`src/rtl/tdm_demux_pkg.sv`:
```
// Shared definitions for the TDM demultiplexer and its transmit-side mux.
package tdm_demux_pkg;

  typedef enum logic {
    ST_HUNT = 1'b0,
    ST_LOCK = 1'b1
  } tdm_state_e;

  // Slot index width; at least one bit so a single-channel link still has a port.
  function automatic int slot_width(input int n_ch);
    return (n_ch <= 1) ? 1 : $clog2(n_ch);
  endfunction

endpackage

```
`src/rtl/tdm_slot_counter.sv`:
```
// Slot position within a frame: wraps after the last slot, reloads to 1 on a sync beat.
module tdm_slot_counter
  import tdm_demux_pkg::*;
#(
  parameter int N_CH = 4,
  parameter int SW   = slot_width(N_CH)
) (
  input  logic          clk,
  input  logic          rst,
  input  logic          load0,
  input  logic          inc,
  output logic [SW-1:0] slot,
  output logic          last
);

  localparam logic [SW-1:0] LAST_SLOT = SW'(N_CH - 1);
  // Slot 0 is consumed by the sync beat itself, so the next expected slot is 1.
  localparam logic [SW-1:0] AFTER_SYNC = (N_CH == 1) ? '0 : SW'(1);

  assign last = (slot == LAST_SLOT);

  // NOTE: sequential state uses non-blocking assignments so every register samples pre-edge values.
  always_ff @(posedge clk) begin
    if (rst) begin
      slot <= '0;
    end else if (load0) begin
      slot <= AFTER_SYNC;
    end else if (inc) begin
      slot <= last ? '0 : slot + SW'(1);
    end
  end

endmodule

```
`src/rtl/tdm_demux.sv`:
```
// TDM receive demux: locks to frame sync and steers each beat to its channel register.
module tdm_demux
  import tdm_demux_pkg::*;
#(
  parameter int N_CH = 4,
  parameter int W    = 8
) (
  input  logic              clk,
  input  logic              rst,
  input  logic              in_valid,
  input  logic              in_sync,
  input  logic [W-1:0]      in_data,
  output logic [N_CH*W-1:0] ch_data,
  output logic [N_CH-1:0]   ch_valid,
  output logic              frame_done,
  output logic              sync_err,
  output logic              locked
);

  localparam int SW = slot_width(N_CH);
  localparam logic [SW-1:0] LAST_SLOT = SW'(N_CH - 1);

  tdm_state_e      state_q, state_d;
  logic [SW-1:0]   slot;
  logic            slot_last;
  logic            load0, inc, wr_en, err_d;
  logic [SW-1:0]   wr_idx;
  logic [N_CH-1:0] valid_d;

  tdm_slot_counter #(.N_CH(N_CH), .SW(SW)) u_slot (
    .clk   (clk),
    .rst   (rst),
    .load0 (load0),
    .inc   (inc),
    .slot  (slot),
    .last  (slot_last)
  );

  // NOTE: every always_comb output gets a default first, so no path can infer a latch.
  always_comb begin
    state_d = state_q;
    wr_en   = 1'b0;
    wr_idx  = '0;
    load0   = 1'b0;
    inc     = 1'b0;
    err_d   = 1'b0;
    if (in_valid) begin
      case (state_q)
        ST_HUNT: begin
          if (in_sync) begin
            wr_en   = 1'b1;
            load0   = 1'b1;
            state_d = ST_LOCK;
          end
        end
        ST_LOCK: begin
          if (in_sync) begin
            // A sync anywhere but slot 0 abandons the partial frame and restarts it.
            wr_en = 1'b1;
            load0 = 1'b1;
            err_d = (slot != '0);
          end else if (slot == '0) begin
            err_d   = 1'b1;
            state_d = ST_HUNT;
          end else begin
            wr_en  = 1'b1;
            wr_idx = slot;
            inc    = 1'b1;
          end
        end
      endcase
    end
    for (int k = 0; k < N_CH; k++) begin
      valid_d[k] = wr_en && (wr_idx == SW'(k));
    end
  end

  // NOTE: the channel bank is a handful of flops, not a RAM, so it is reset along with the rest.
  always_ff @(posedge clk) begin
    if (rst) begin
      state_q    <= ST_HUNT;
      ch_data    <= '0;
      ch_valid   <= '0;
      frame_done <= 1'b0;
      sync_err   <= 1'b0;
    end else begin
      state_q    <= state_d;
      ch_valid   <= valid_d;
      frame_done <= wr_en && (wr_idx == LAST_SLOT);
      sync_err   <= err_d;
      for (int k = 0; k < N_CH; k++) begin
        if (valid_d[k]) ch_data[k*W +: W] <= in_data;
      end
    end
  end

  assign locked = (state_q == ST_LOCK);

endmodule
```
`config.mk`:
```
export PLATFORM = sky130hd
export DESIGN_NAME = tdm_demux
export DESIGN_NICKNAME = d
export VERILOG_FILES = /design/src/rtl/tdm_demux_pkg.sv /design/src/rtl/tdm_slot_counter.sv /design/src/rtl/tdm_demux.sv
export SDC_FILE = /design/constraint.sdc
export NUM_CORES = 1
export LEC_CHECK = 0
export ABC_AREA = 0
export CAP_MARGIN = 40
export CORE_MARGIN = 1.5
export CORE_UTILIZATION = 45
export DETAILED_ROUTE_END_ITERATION = 8
export GPL_TIMING_DRIVEN = 0
export HOLD_SLACK_MARGIN = 0.05
export PLACE_DENSITY_LB_ADDON = 0.08
export SETUP_SLACK_MARGIN = 0.2
export SYNTH_ARGS = -nofsm -noshare
export SYNTH_HDL_FRONTEND = slang
export SYNTH_SLANG_ARGS = --single-unit
export TNS_END_PERCENT = 100
```
`constraint.sdc`:
```
create_clock -name clk -period 2.25 [get_ports clk]
set_clock_uncertainty 0.1 [all_clocks]
set_input_delay 0.225 -clock clk [delete_from_list [all_inputs] [get_ports clk]]
set_output_delay 0.225 -clock clk [all_outputs]
set_load 0.02 [all_outputs]
```
## Word-level counts from Yosys, hierarchy flattened

Cells that the tools add are included.

- Register bits after elaboration: 41
- Bits of input ports: 12
- Output and inout port bits: 39
- Word-level logic and storage cells: 45

- Add/subtract/negate cells: 1
- Equality and inequality tests: 4
- Muxes and demuxes: 18
- Bitwise logic cells: 2
- Reduce and logical (&&, ||, !) cells: 10

Operators by type and width:

| operator | count |
|---|---|
| two-way mux 1 bit | 12 |
| two-way mux 2 bit | 5 |
| equality test 2 bit, second input constant | 3 |
| logical AND 1 bit | 4 |
| logical NOT 2 bit | 2 |
| nonzero test 2 bit | 2 |
| OR reduction 3 bit | 1 |
| adder 2 x 1 -> 2 bit, second input constant | 1 |
| equality test 2 x 1 -> 1 bit, second input constant | 1 |
| inverter 1 bit | 2 |
| one-hot mux 1 bit (2 select lines) | 1 |
| OR reduction 2 bit | 1 |

## Longest topological paths before layout

Gate-level depths: netlist of run 1.

- Word-level depth: 7
- Gate-level depth with buffers: 7
- Mapped depth without buffers: 7

## Modules after synthesis

Synthesis of run 1 repeated with hierarchy kept, for this count alone.

- Cell total of the unflattened synthesis: 163
- Area total of the unflattened synthesis: 1657.8 µm²

Modules (own cells, without submodules):

| module | times used | cells an instance | area each (µm²) | seq. area each (µm²) |
|---|---|---|---|---|
| tdm_demux | 1 | 154 | 1565.3 | 760.7 |
| tdm_slot_counter | 1 | 9 | 92.6 | 40.0 |

## Least setup slack after synthesis of run 1

OpenSTA, ideal clock, no wires.

- Path type: register to register
- Start: register u_slot.slot[0]
- End: register ch_data[10]
- Setup time: 72 ps
- Data arrival time: 1787 ps
- Required time: 2078 ps
- Slack: 292 ps
- Cell stages (with the launch flop): 7
- Path buffers: 0
- Clock period less this slack: 1958 ps
- Cells stage by stage: dfxtp_1 inv_2 ha_1 ha_1 nand4bb_2 nor3_4 mux2i_1

- Cells in the longest elaborated chain, start to end: 7
- Elaborated cells on any way between the ends: 11
- Those cells by class: eq/ne (1); mux (8); reduce/logical (2)

Ends and longest elaborated chain:

| item | line | source |
|---|---|---|
| start: declaration | tdm_slot_counter.sv:12 | `output logic [SW-1:0] slot,` |
| start signal: assignment | tdm_slot_counter.sv:29 | `slot <= last ? '0 : slot + SW'(1);` |
| logical NOT 2 bit | tdm_demux.sv:62 | `end else if (slot == '0) begin` |
| two-way mux 2 bit | tdm_demux.sv:62 |  |
| two-way mux 2 bit | tdm_demux.sv:57 | `if (in_sync) begin` |
| two-way mux 2 bit | tdm_demux.sv:48 | `case (state_q)` |
| two-way mux 2 bit | tdm_demux.sv:47 | `if (in_valid) begin` |
| equality test 2 x 1 -> 1 bit | tdm_demux.sv:74 | `valid_d[k] = wr_en && (wr_idx == SW'(k));` |
| logical AND 1 bit (*) | tdm_demux.sv:74 |  |
| end signal: indexed assignment | tdm_demux.sv:92 | `if (valid_d[k]) ch_data[k*W +: W] <= in_data;` |
| end: declaration | tdm_demux.sv:13 | `output logic [N_CH*W-1:0] ch_data,` |

Every way passes the cells marked *; elsewhere a longest branch is shown, timed or not.
A chain may end at the register's enable or synchronous reset.

## Worst setup path in the final report of run 1

- Start: register u_slot.slot[0]
- End: register ch_data[19]

- Cells in the longest elaborated chain, start to end: 7
- Elaborated cells on any way between the ends: 11
- Those cells by class: eq/ne (1); mux (8); reduce/logical (2)

Ends and longest elaborated chain:

| item | line |
|---|---|
| logical NOT 2 bit | tdm_demux.sv:62 |
| two-way mux 2 bit | tdm_demux.sv:62 |
| two-way mux 2 bit | tdm_demux.sv:57 |
| two-way mux 2 bit | tdm_demux.sv:48 |
| two-way mux 2 bit | tdm_demux.sv:47 |
| equality test 2 bit | tdm_demux.sv:74 |
| logical AND 1 bit (*) | tdm_demux.sv:74 |

Marked as above.

==> results of run 1 <==
==> cell usage after synthesis (2+ instances only) <==
library cell  count  area (sq um)
dfxtp_1          40         800.8
nand2b_1         33         206.5
mux2i_1          25         250.2
nand2_1          20         75.07
a21oi_1           8         40.04
nor3_1            5         25.02
ha_1              4         50.05
buf_2             3         15.01
inv_1             3         11.26
nor2_1            3         11.26
clkbuf_1          2         7.510
nand3_1           2         10.01
==> critical path, delay by kind of cell, from the launching register on <==
| family | cells | cell delay, ns |
|---|---|---|
| flops | 1 | 0.37 |
| fa+ha+maj | 2 | 0.47 |
| buf+inv | 1 | 0.06 |
| mux | 1 | 0.20 |
| simple gates | 2 | 0.61 |
==> cell families (layout without fill, tap and decap cells) <==
logic type	count (synthesis)	after routing	share of synthesized area, %
AND/OR/NAND/NOR	71	71	26.04
flip-flops	40	40	49.16
multiplexers	25	25	15.36
buffers and inverters	11	72	2.995
AO/OA/AOI/OAI	10	10	3.380
adder cells (fa/ha/maj)	4	4	3.072
==> what timing repair did <==
action | 4_1_cts | 5_1_grt
setup buffers | 2 | 2
endpoints found under the setup margin | 17 | 14
pin swaps | 1 | 0
resized for setup | 3 | 2
hold endpoints to repair | 0 | 0
==> sequential cells by signal, indices dropped and copies added, names as in the netlist <==
register and cells:
ch_data 32, u_slot.slot 2, locked 1, sync_err 1, ch_valid 4
==> cell usage in the layout (no fill, tap or decap), types with 2 or more instances in the layout <==
cell             netlist  final
a21oi_1                8      8
nand2b_1              33     33
nor2_1                 3      3
clkbuf_1               2      2
ha_1                   4      4
dfxtp_1               40     38
nand2_1               20     20
buf_4                  1      5
inv_1                  3      3
clkbuf_8               0      2
mux2i_1               25     25
clkdlybuf4s50_1        0     49
nand3_1                2      2
nor3_1                 5      4
buf_2                  3      3
clkbuf_4               0      5
==> worst paths after layout <==
check | startpoint | cells past startpoint | slack, ns | endpoint
worst max-delay path | u_slot.slot[0] | 6 | 0.31 | ch_data[19]
worst min-delay path | rst | 3 | 0.14 | ch_data[13]
worst min register to register | ch_data[6] | 2 | 0.37 | ch_data[6]
worst max register to register | u_slot.slot[0] | 6 | 0.31 | ch_data[19]
==> report_power, final <==
group	leakage, nW	internal, W	total (W)	switching, W
logic	0.567	0.0000630	0.000127	0.0000642
clock network	0.0515	0.000295	0.000530	0.000235
registers	0.325	0.000718	0.000726	0.00000782
total	0.944	0.00108	0.00138	0.000307
==> routing by layer <==
metal | GRT usage, % | share of wire (%) | up-vias | routed length (um)
li1 | - | - | 657 | -
met1 | 23.22 | 45 | 621 | 1590
met2 | 33.91 | 49 | 34 | 1744
met3 | 5.714 | 4.6 | 5 | 163
met4 | 7.500 | 1.4 | 0 | 51
met5 | 0 | 0 | - | 0
==> cell type report <==
cell class / count / area [sq um] / share of cell area [%]
flip-flops and latches: 40 / 805.8 / 34.68
multi-input cells: 110 / 795.8 / 34.25
repair buffers: 53 / 520.5 / 22.40
clock buffers: 7 / 65.06 / 2.800
well taps: 46 / 57.56 / 2.477
plain buffers: 7 / 33.78 / 1.454
clock inverters: 1 / 30.03 / 1.292
inverters: 4 / 15.01 / 0.6462
==> through the flow <==
stage	area [sq um]	hold slack (ns)
6_report	2323	0.1410
5_1_grt	2323	0.1377
4_1_cts	2296	0.1320
3_5_place_dp	2177	0.3518
3_3_place_gp	2177	0.3456
2_1_floorplan	1629	0.2393
==> impl_metrics.csv, run 1 <==
group,metric,value,unit
status,status,"complete, no violations",
clock_network,path_clk_slew,0.12,ns
place,gp_congestion,0.7346,
sta,maxSlewViolCount,0,
clock_network,clkSinkCount,40,
sta,relSlewSlack,72.05,%
logic_synthesis,synth_edf_count,0,
global_route,grt_pass1_vias,1344,
place,hpwlAfterDp,2589,um
logic_synthesis,synth_cell_types,25,
finish,drive_gt1_share,11.26,%
pwr,leakagePower,0.9437,nW
logic_synthesis,ys.flop_type,"dfxtp_1",
worst_setup_path,cpPeakStageDelay,0.37,ns
logic_synthesis,syn_nets,177,
global_route,grt_first_pass_wirelength,6092,um
floorplanning,dieArea,0.003990,sq mm
finish,fillCellCount,281,
pwr,power_density,595.4,mW/mm^2
global_route,antenna_found_initial,0,
floorplanning,die_height,63.17,um
routing,drt-total-wl,3549,um
global_route,grt_max_degree,13,
sta,rsz0062_at_grt,"false",
clock_network,cts_tree,"built",
worst_setup_path,critPathMostFrequentCell,"ha_1",
pwr,peakVddDrop,0.4528,mV
sta,max_freq,516.1,MHz
place,dp_cells,256,
finish,fin_util,68.02,%
floorplanning,start_util,47.69,%
sta,period_share,86.12,%
clock_network,clkLatencyLatePin,0.35,ns
worst_setup_path,crit_chain,"inv_2, ha_1, ha_1, and4bb_4, nand3_2, mux2i_1",
logic_synthesis,synthArstFlopShare,0,%
hold_path,hp-class,"input pin to flop",
logic_synthesis,ys_warn_count,0,
worst_setup_path,crit_slowest_cell,"dfxtp_4",
floorplanning,rows,21,
sta,fin_setup_tns,0,ns
place,numPortBuffers,49,
global_route,grt_overflow,0,
finish,fin_cells,268,
floorplanning,coreArea,0.003416,sq mm
logic_synthesis,ys_seq_area_share,49.16,%
clock_network,cts_root_buffer,"clkbuf_4",
routing,wl_per_cell,13.24,um
routing,firstDrtPassIters,4,
worst_setup_path,path_max_fanout,7,
floorplanning,pin_count,51,
routing,ant_nets,0,
sta,period_needed,1.938,ns
place,place_ws,0.02204,ns
logic_synthesis,synth-seq-cells,40,
logic_synthesis,synth_area,0.001629,sq mm
worst_setup_path,arrival,2.07,ns
sta,setup_viol,0,
sta,worst_slack,0.3122,ns
pwr,fin_total_pwr,0.001383,W
worst_setup_path,critPathCaptureType,"flop",
logic_synthesis,synthCells,161,
finish,synthToLayoutAreaGrowth,42.63,%
clock_network,cts_buffer_depth,2,
global_route,grt_use_total,19.76,%
finish,antennaDiodeCount,0,
worst_setup_path,critPathLaunchType,"flop",
logic_synthesis,post_synth.cell_area_avg,10.12,sq um
routing,vias_per_cell,4.914,
clock_network,htree_levels,2,
floorplanning,die_width,63.17,um
routing,remaining_drc_errors,0,
finish,finalNetCount,237,
routing,vias,1317,
clock_network,numCtsBuffers,5,
clock_network,cts_hold_buf,0,
sta,tightest_slew,0.4192,ns
run,cap_violations,0,
routing,first_iter_violations,44,
worst_setup_path,crit_type,"flop to flop",
sta,hold_viol,0,
worst_setup_path,crit_required,2.38,ns
No activity file was read; power rests on OpenSTA's default activity.
==> run 2: changes to the inputs <==
--- a/config.mk
+++ b/config.mk
@@ -8,7 +8,7 @@
 export ABC_AREA = 0
 export CAP_MARGIN = 40
 export CORE_MARGIN = 1.5
-export CORE_UTILIZATION = 45
+export CORE_UTILIZATION = 41
 export DETAILED_ROUTE_END_ITERATION = 8
 export GPL_TIMING_DRIVEN = 0
 export HOLD_SLACK_MARGIN = 0.05
==> constraint.sdc (replaced) <==
create_clock -name clk -period 1.7 [get_ports clk]
set_clock_uncertainty 0.1 [all_clocks]
set_input_delay 0.17 -clock clk [delete_from_list [all_inputs] [get_ports clk]]
set_output_delay 0.17 -clock clk [all_outputs]
set_load 0.02 [all_outputs]
==> impl_metrics.csv, run 2 (same netlist as run 1, synthesis figures left out) <==
group,metric,value,unit
global_route,antenna_found_initial,0,
routing,ant_nets,0,
sta,max_freq,593.3,MHz
worst_setup_path,reg2regPathDepth,6,
clock_network,numCtsBuffers,5,
worst_setup_path,crit_buf_inv,1,
sta,period_needed,1.686,ns
worst_setup_path,r2r-start,"u_slot.slot[0]",
worst_setup_path,regToRegEndpoint,"ch_data[23]",
worst_setup_path,cp_num_cells,6,
clock_network,cts_tree,"built",
place,hpwlAfterDp,2662,um
global_route,grt_use_total,18.49,%
finish,reg_top3,"ch_data: 32 flops, ch_valid: 4 flops, u_slot.slot: 2 flops",
worst_setup_path,reg2reg_slack,0.01,ns
routing,drt-total-wl,3604,um
sta,period_share,99.15,%
sta,rsz0062_at_grt,"true",
sta,tightest_slew,0.4516,ns
worst_setup_path,crit_slowest_cell,"and4bb_4",
finish,fin_util,64.87,%
finish,finalNetCount,241,
worst_setup_path,critPathMostFrequentCell,"ha_4",
worst_setup_path,crit_required,1.78,ns
sta,setup_viol,0,
worst_setup_path,cpPeakStageDelay,0.40,ns
pwr,fin_total_pwr,0.001838,W
finish,final_common_cell,"dfxtp_1",
routing,remaining_drc_errors,0,
place,gp_congestion,0.7501,
floorplanning,dieArea,0.004361,sq mm
finish,largest_register_ffs,32,
worst_setup_path,crit_path_start,"u_slot.slot[0]",
status,status,"complete, no violations",
routing,first_iter_violations,38,
worst_setup_path,critPathTopFamily,"simple AND/OR/NAND/NOR gates",
place,numPortBuffers,49,
floorplanning,die_height,66.04,um
global_route,grt_first_pass_wirelength,5920,um
routing,vias,1285,
worst_setup_path,arrival,1.76,ns
floorplanning,rows,22,
floorplanning,die_width,66.04,um
finish,multi_input_area,873.3,sq um
clock_network,cts_buffer_depth,2,
clock_network,htree_levels,2,
global_route,grt_pass1_vias,1234,
run,cap_violations,0,
finish,regArea,805.8,sq um
pwr,leakagePower,1.207,nW
finish,drive_gt1_share,16.81,%
worst_setup_path,crit_type,"flop to flop",
finish,antennaDiodeCount,0,
floorplanning,pin_count,51,
sta,hold_viol,0,
worst_setup_path,crit_chain,"inv_6, ha_4, ha_4, and4bb_4, nand3_4, mux2i_1",
worst_setup_path,crit_path_end,"ch_data[23]",
finish,fillCellCount,318,
finish,synthToLayoutAreaGrowth,49.08,%
sta,holdWs,0.1588,ns
finish,largest-register,"ch_data",
pwr,peakVddDrop,0.4681,mV
clock_network,clkSinkCount,40,
clock_network,clkLatencyLatePin,0.29,ns
sta,relSlewSlack,69.89,%
routing,firstDrtPassIters,2,
worst_setup_path,critPathCaptureType,"flop",
worst_setup_path,critPathLaunchType,"flop",
worst_setup_path,path_max_fanout,7,
finish,final_cell_mix,"38 x dfxtp_1, 35 x dlygate4sd2_1, 33 x nand2b_1",
hold_path,hold_depth,3,
routing,wl_per_cell,13.15,um
floorplanning,start_util,43.52,%
global_route,grt_overflow,0,
routing,vias_per_cell,4.690,
floorplanning,coreArea,0.003744,sq mm
global_route,grt_max_degree,13,
clock_network,cts_root_buffer,"clkbuf_8",
clock_network,path_clk_slew,0.07,ns
pwr,power_density,756.9,mW/mm^2
hold_path,hp-class,"input pin to flop",
sta,maxSlewViolCount,0,
run 2: cell count changes in the layout (fill, tap and decap cells not counted), moves of 3 or more:
cell / previous run / this run
clkbuf_8: 2 / 5
clkbuf_4: 5 / 0
clkdlybuf4s50_1: 49 / 10
ha_4: 0 / 3
dlygate4sd2_1: 0 / 35
ha_1: 4 / 1
dlymetal6s2s_1: 0 / 4
run 2: worst min-delay path by stage:
stage	start	to	slack [ns]
5_1_grt	rst	ch_data[13]	0.17
6_report	rst	ch_data[13]	0.16
3_3_place_gp	ch_data[4]	ch_data[4]	0.34
3_5_place_dp	ch_data[0]	ch_data[0]	0.35
4_1_cts	rst	ch_data[13]	0.16
2_1_floorplan	in_valid	locked	0.18
run 2: report_power, final:
| group | leakage (nW) | internal (W) | switching (W) |
|---|---|---|---|
| sequential | 0.325 | 0.000950 | 0.0000117 |
| combinational | 0.829 | 0.0000867 | 0.0000928 |
| clock | 0.0534 | 0.000376 | 0.000321 |
run 2: worst register-to-register path, cell delays in order, from the launching register on:
cell      delay [ns]
dfxtp_4         0.37
inv_6           0.04
ha_4            0.16
ha_4            0.16
and4bb_4        0.40
nand3_4         0.18
mux2i_1         0.17
run 2: repair_timing:
item	in CTS	in global routing
pin swaps	6	6
resized for setup	40	13
hold buffers	0	0
setup endpoints to repair	63	32
buffers inserted	6	2
run 2: area by class of cell:
cell class	instances	area share, %
multi-input combinational	110	35.96
sequential	40	33.18
timing repair buffer	57	21.95
clock buffer	7	4.019
tap	48	2.473
buffer	7	1.391
inverter	4	0.8243
clock inverter	1	0.2061
run 2: stage by stage:
stage	instance area [sq um]	TNS, ns	setup WS, ns	cells
floorplan	1673	-0.08403	-0.01400	161
global placement	2223	-5.840	-0.3226	258
detailed placement	2223	-7.321	-0.4014	258
CTS	2367	0	0.01840	272
global route	2429	-0.8653	-0.06461	274
finish	2429	0	0.01445	274
run 2: per-layer routing:
metal  vias up  global-route usage (%)  part of all wire [%]
li1        662                       -                     -
met1       578                   23.27                    47
met2        40                   28.41                    43
met3         5                   7.496                   7.7
met4         0                   6.888                   1.4
met5         -                       0                     0
==> run 3: changes to the inputs <==
--- a/config.mk
+++ b/config.mk
@@ -6,8 +6,7 @@
 export NUM_CORES = 1
 export LEC_CHECK = 0
 export ABC_AREA = 0
-export CAP_MARGIN = 40
-export CORE_MARGIN = 1.5
+export CORE_MARGIN = 2
 export CORE_UTILIZATION = 41
 export DETAILED_ROUTE_END_ITERATION = 8
 export GPL_TIMING_DRIVEN = 0
==> impl_metrics.csv, run 3 (same netlist as run 1, synthesis figures left out) <==
group,metric,value,unit
status,status,"complete, no violations",
floorplanning,die_height,67.04,um
worst_setup_path,critPathLaunchType,"flop",
place,hpwlAfterDp,2685,um
sta,tightest_slew,0.4251,ns
floorplanning,rows,22,
global_route,grt_overflow,0,
worst_setup_path,regToRegEndpoint,"ch_data[31]",
floorplanning,die_width,67.04,um
global_route,grt_use_total,18.60,%
floorplanning,start_util,43.52,%
clock_network,clkLatencyLatePin,0.29,ns
worst_setup_path,cp_num_cells,6,
floorplanning,pin_count,51,
place,numPortBuffers,49,
routing,ant_nets,0,
worst_setup_path,crit_required,1.77,ns
finish,synthToLayoutAreaGrowth,47.93,%
finish,final_common_cell,"dfxtp_1",
sta,hold_viol,0,
worst_setup_path,r2r-start,"u_slot.slot[0]",
worst_setup_path,crit_buf_inv,1,
finish,largest_register_ffs,32,
sta,fin_setup_tns,0,ns
routing,remaining_drc_errors,0,
clock_network,clkSinkCount,40,
place,place_ws,-0.3904,ns
routing,drt-total-wl,3658,um
clock_network,htree_levels,2,
worst_setup_path,cpPeakStageDelay,0.39,ns
sta,rsz0062_at_grt,"true",
global_route,antenna_found_initial,0,
finish,largest-register,"ch_data",
worst_setup_path,crit_chain,"inv_6, ha_4, ha_4, and4bb_4, nand3_4, mux2i_1",
sta,period_share,99.87,%
clock_network,numCtsBuffers,5,
sta,worst_slack,0.002267,ns
worst_setup_path,reg2reg_slack,0.002,ns
hold_path,hp-class,"input pin to flop",
global_route,grt_max_degree,13,
worst_setup_path,crit_type,"flop to flop",
run,cap_violations,0,
place,placed_cell_area,0.002223,sq mm
finish,reg_top3,"ch_data: 32 flops, ch_valid: 4 flops, u_slot.slot: 2 flops",
floorplanning,dieArea,0.004494,sq mm
global_route,grt_pass1_vias,1304,
hold_path,hold_depth,3,
finish,final_cell_mix,"38 x dfxtp_1, 33 x nand2b_1, 33 x dlygate4sd2_1",
global_route,grt_first_pass_wirelength,6168,um
routing,first_iter_violations,46,
clock_network,cts_root_buffer,"clkbuf_8",
finish,fin_area,0.002410,sq mm
worst_setup_path,critPathTopFamily,"simple AND/OR/NAND/NOR gates",
worst_setup_path,path_max_fanout,8,
routing,vias,1312,
finish,antennaDiodeCount,0,
clock_network,cts_tree,"built",
hold_path,min_from,"rst",
sta,relSlewSlack,71.66,%
sta,period_needed,1.698,ns
pwr,peakVddDrop,0.5558,mV
pwr,power_density,762.5,mW/mm^2
finish,finalNetCount,240,
routing,wl_per_cell,13.40,um
worst_setup_path,arrival,1.77,ns
hold_path,whs_endpoint,"ch_data[13]",
worst_setup_path,critPathMostFrequentCell,"ha_4",
pwr,leakagePower,1.233,nW
routing,vias_per_cell,4.806,
clock_network,path_clk_slew,0.08,ns
sta,maxSlewViolCount,0,
floorplanning,coreArea,0.003744,sq mm
sta,setup_viol,0,
sta,max_freq,589.0,MHz
routing,firstDrtPassIters,4,
clock_network,cts_buffer_depth,2,
worst_setup_path,critPathCaptureType,"flop",
worst_setup_path,reg2regPathDepth,6,
pwr,fin_total_pwr,0.001837,W
place,gp_congestion,0.8135,
worst_setup_path,crit_slowest_cell,"and4bb_4",
finish,drive_gt1_share,14.22,%
## run 3: how the worst max path moves through the flow
stage	slack [ns]	from	to
floorplan	-0.01	u_slot.slot[0]	ch_data[10]
global placement	-0.31	in_sync	ch_data[15]
detailed placement	-0.39	in_sync	ch_data[9]
CTS	0.007	u_slot.slot[0]	ch_data[8]
global route	-0.08	u_slot.slot[0]	ch_data[8]
finish	0.002	u_slot.slot[0]	ch_data[31]
## run 3: worst reg2reg max path: cells and delay by family (launching register included)
| family | cells | cell delay (ns) |
|---|---|---|
| buffers and inverters | 1 | 0.04 |
| adders and majority gates | 2 | 0.33 |
| DFF | 1 | 0.37 |
| muxes | 1 | 0.17 |
| and+or+nand+nor | 2 | 0.58 |
## run 3: area by class of cell
type / instances / area, sq um
repair buffers: 56 / 533.0
fillers: 325 / 1334
clock inverters: 1 / 5.005
well taps: 48 / 60.06
inverters: 4 / 20.02
plain buffers: 7 / 33.78
flip-flops and latches: 40 / 805.8
multi-input cells: 110 / 854.6
clock buffers: 7 / 97.59
## run 3: layer usage
metal	up-vias	part of all wire (%)	global-route usage [%]
met1	608	45	23.80
met4	0	1.3	6.122
met5	-	0	0
met2	40	47	29.46
met3	6	6.3	5.912
li1	658	-	-
## run 3: repair_timing
action,in CTS,in global routing
setup endpoints to repair,61,35
buffers inserted,7,0
hold buffers,0,0
pin swaps,6,1
resized for setup,39,9
## run 3: report_power, final
group / internal, W / switching (W) / total, W
clock: 0.000376 / 0.000324 / 0.000701
combinational: 0.0000842 / 0.0000913 / 0.000176
sequential: 0.000950 / 0.0000111 / 0.000961
## run 3: stage by stage
| stage | std cells | hold slack, ns | utilization [%] |
|---|---|---|---|
| global route | 273 | 0.2244 | 64.37 |
| global placement | 258 | 0.3454 | 59.39 |
| detailed placement | 258 | 0.3494 | 59.39 |
| floorplan | 161 | 0.1843 | - |
| finish | 273 | 0.1923 | 64.37 |
| CTS | 273 | 0.1961 | 63.67 |
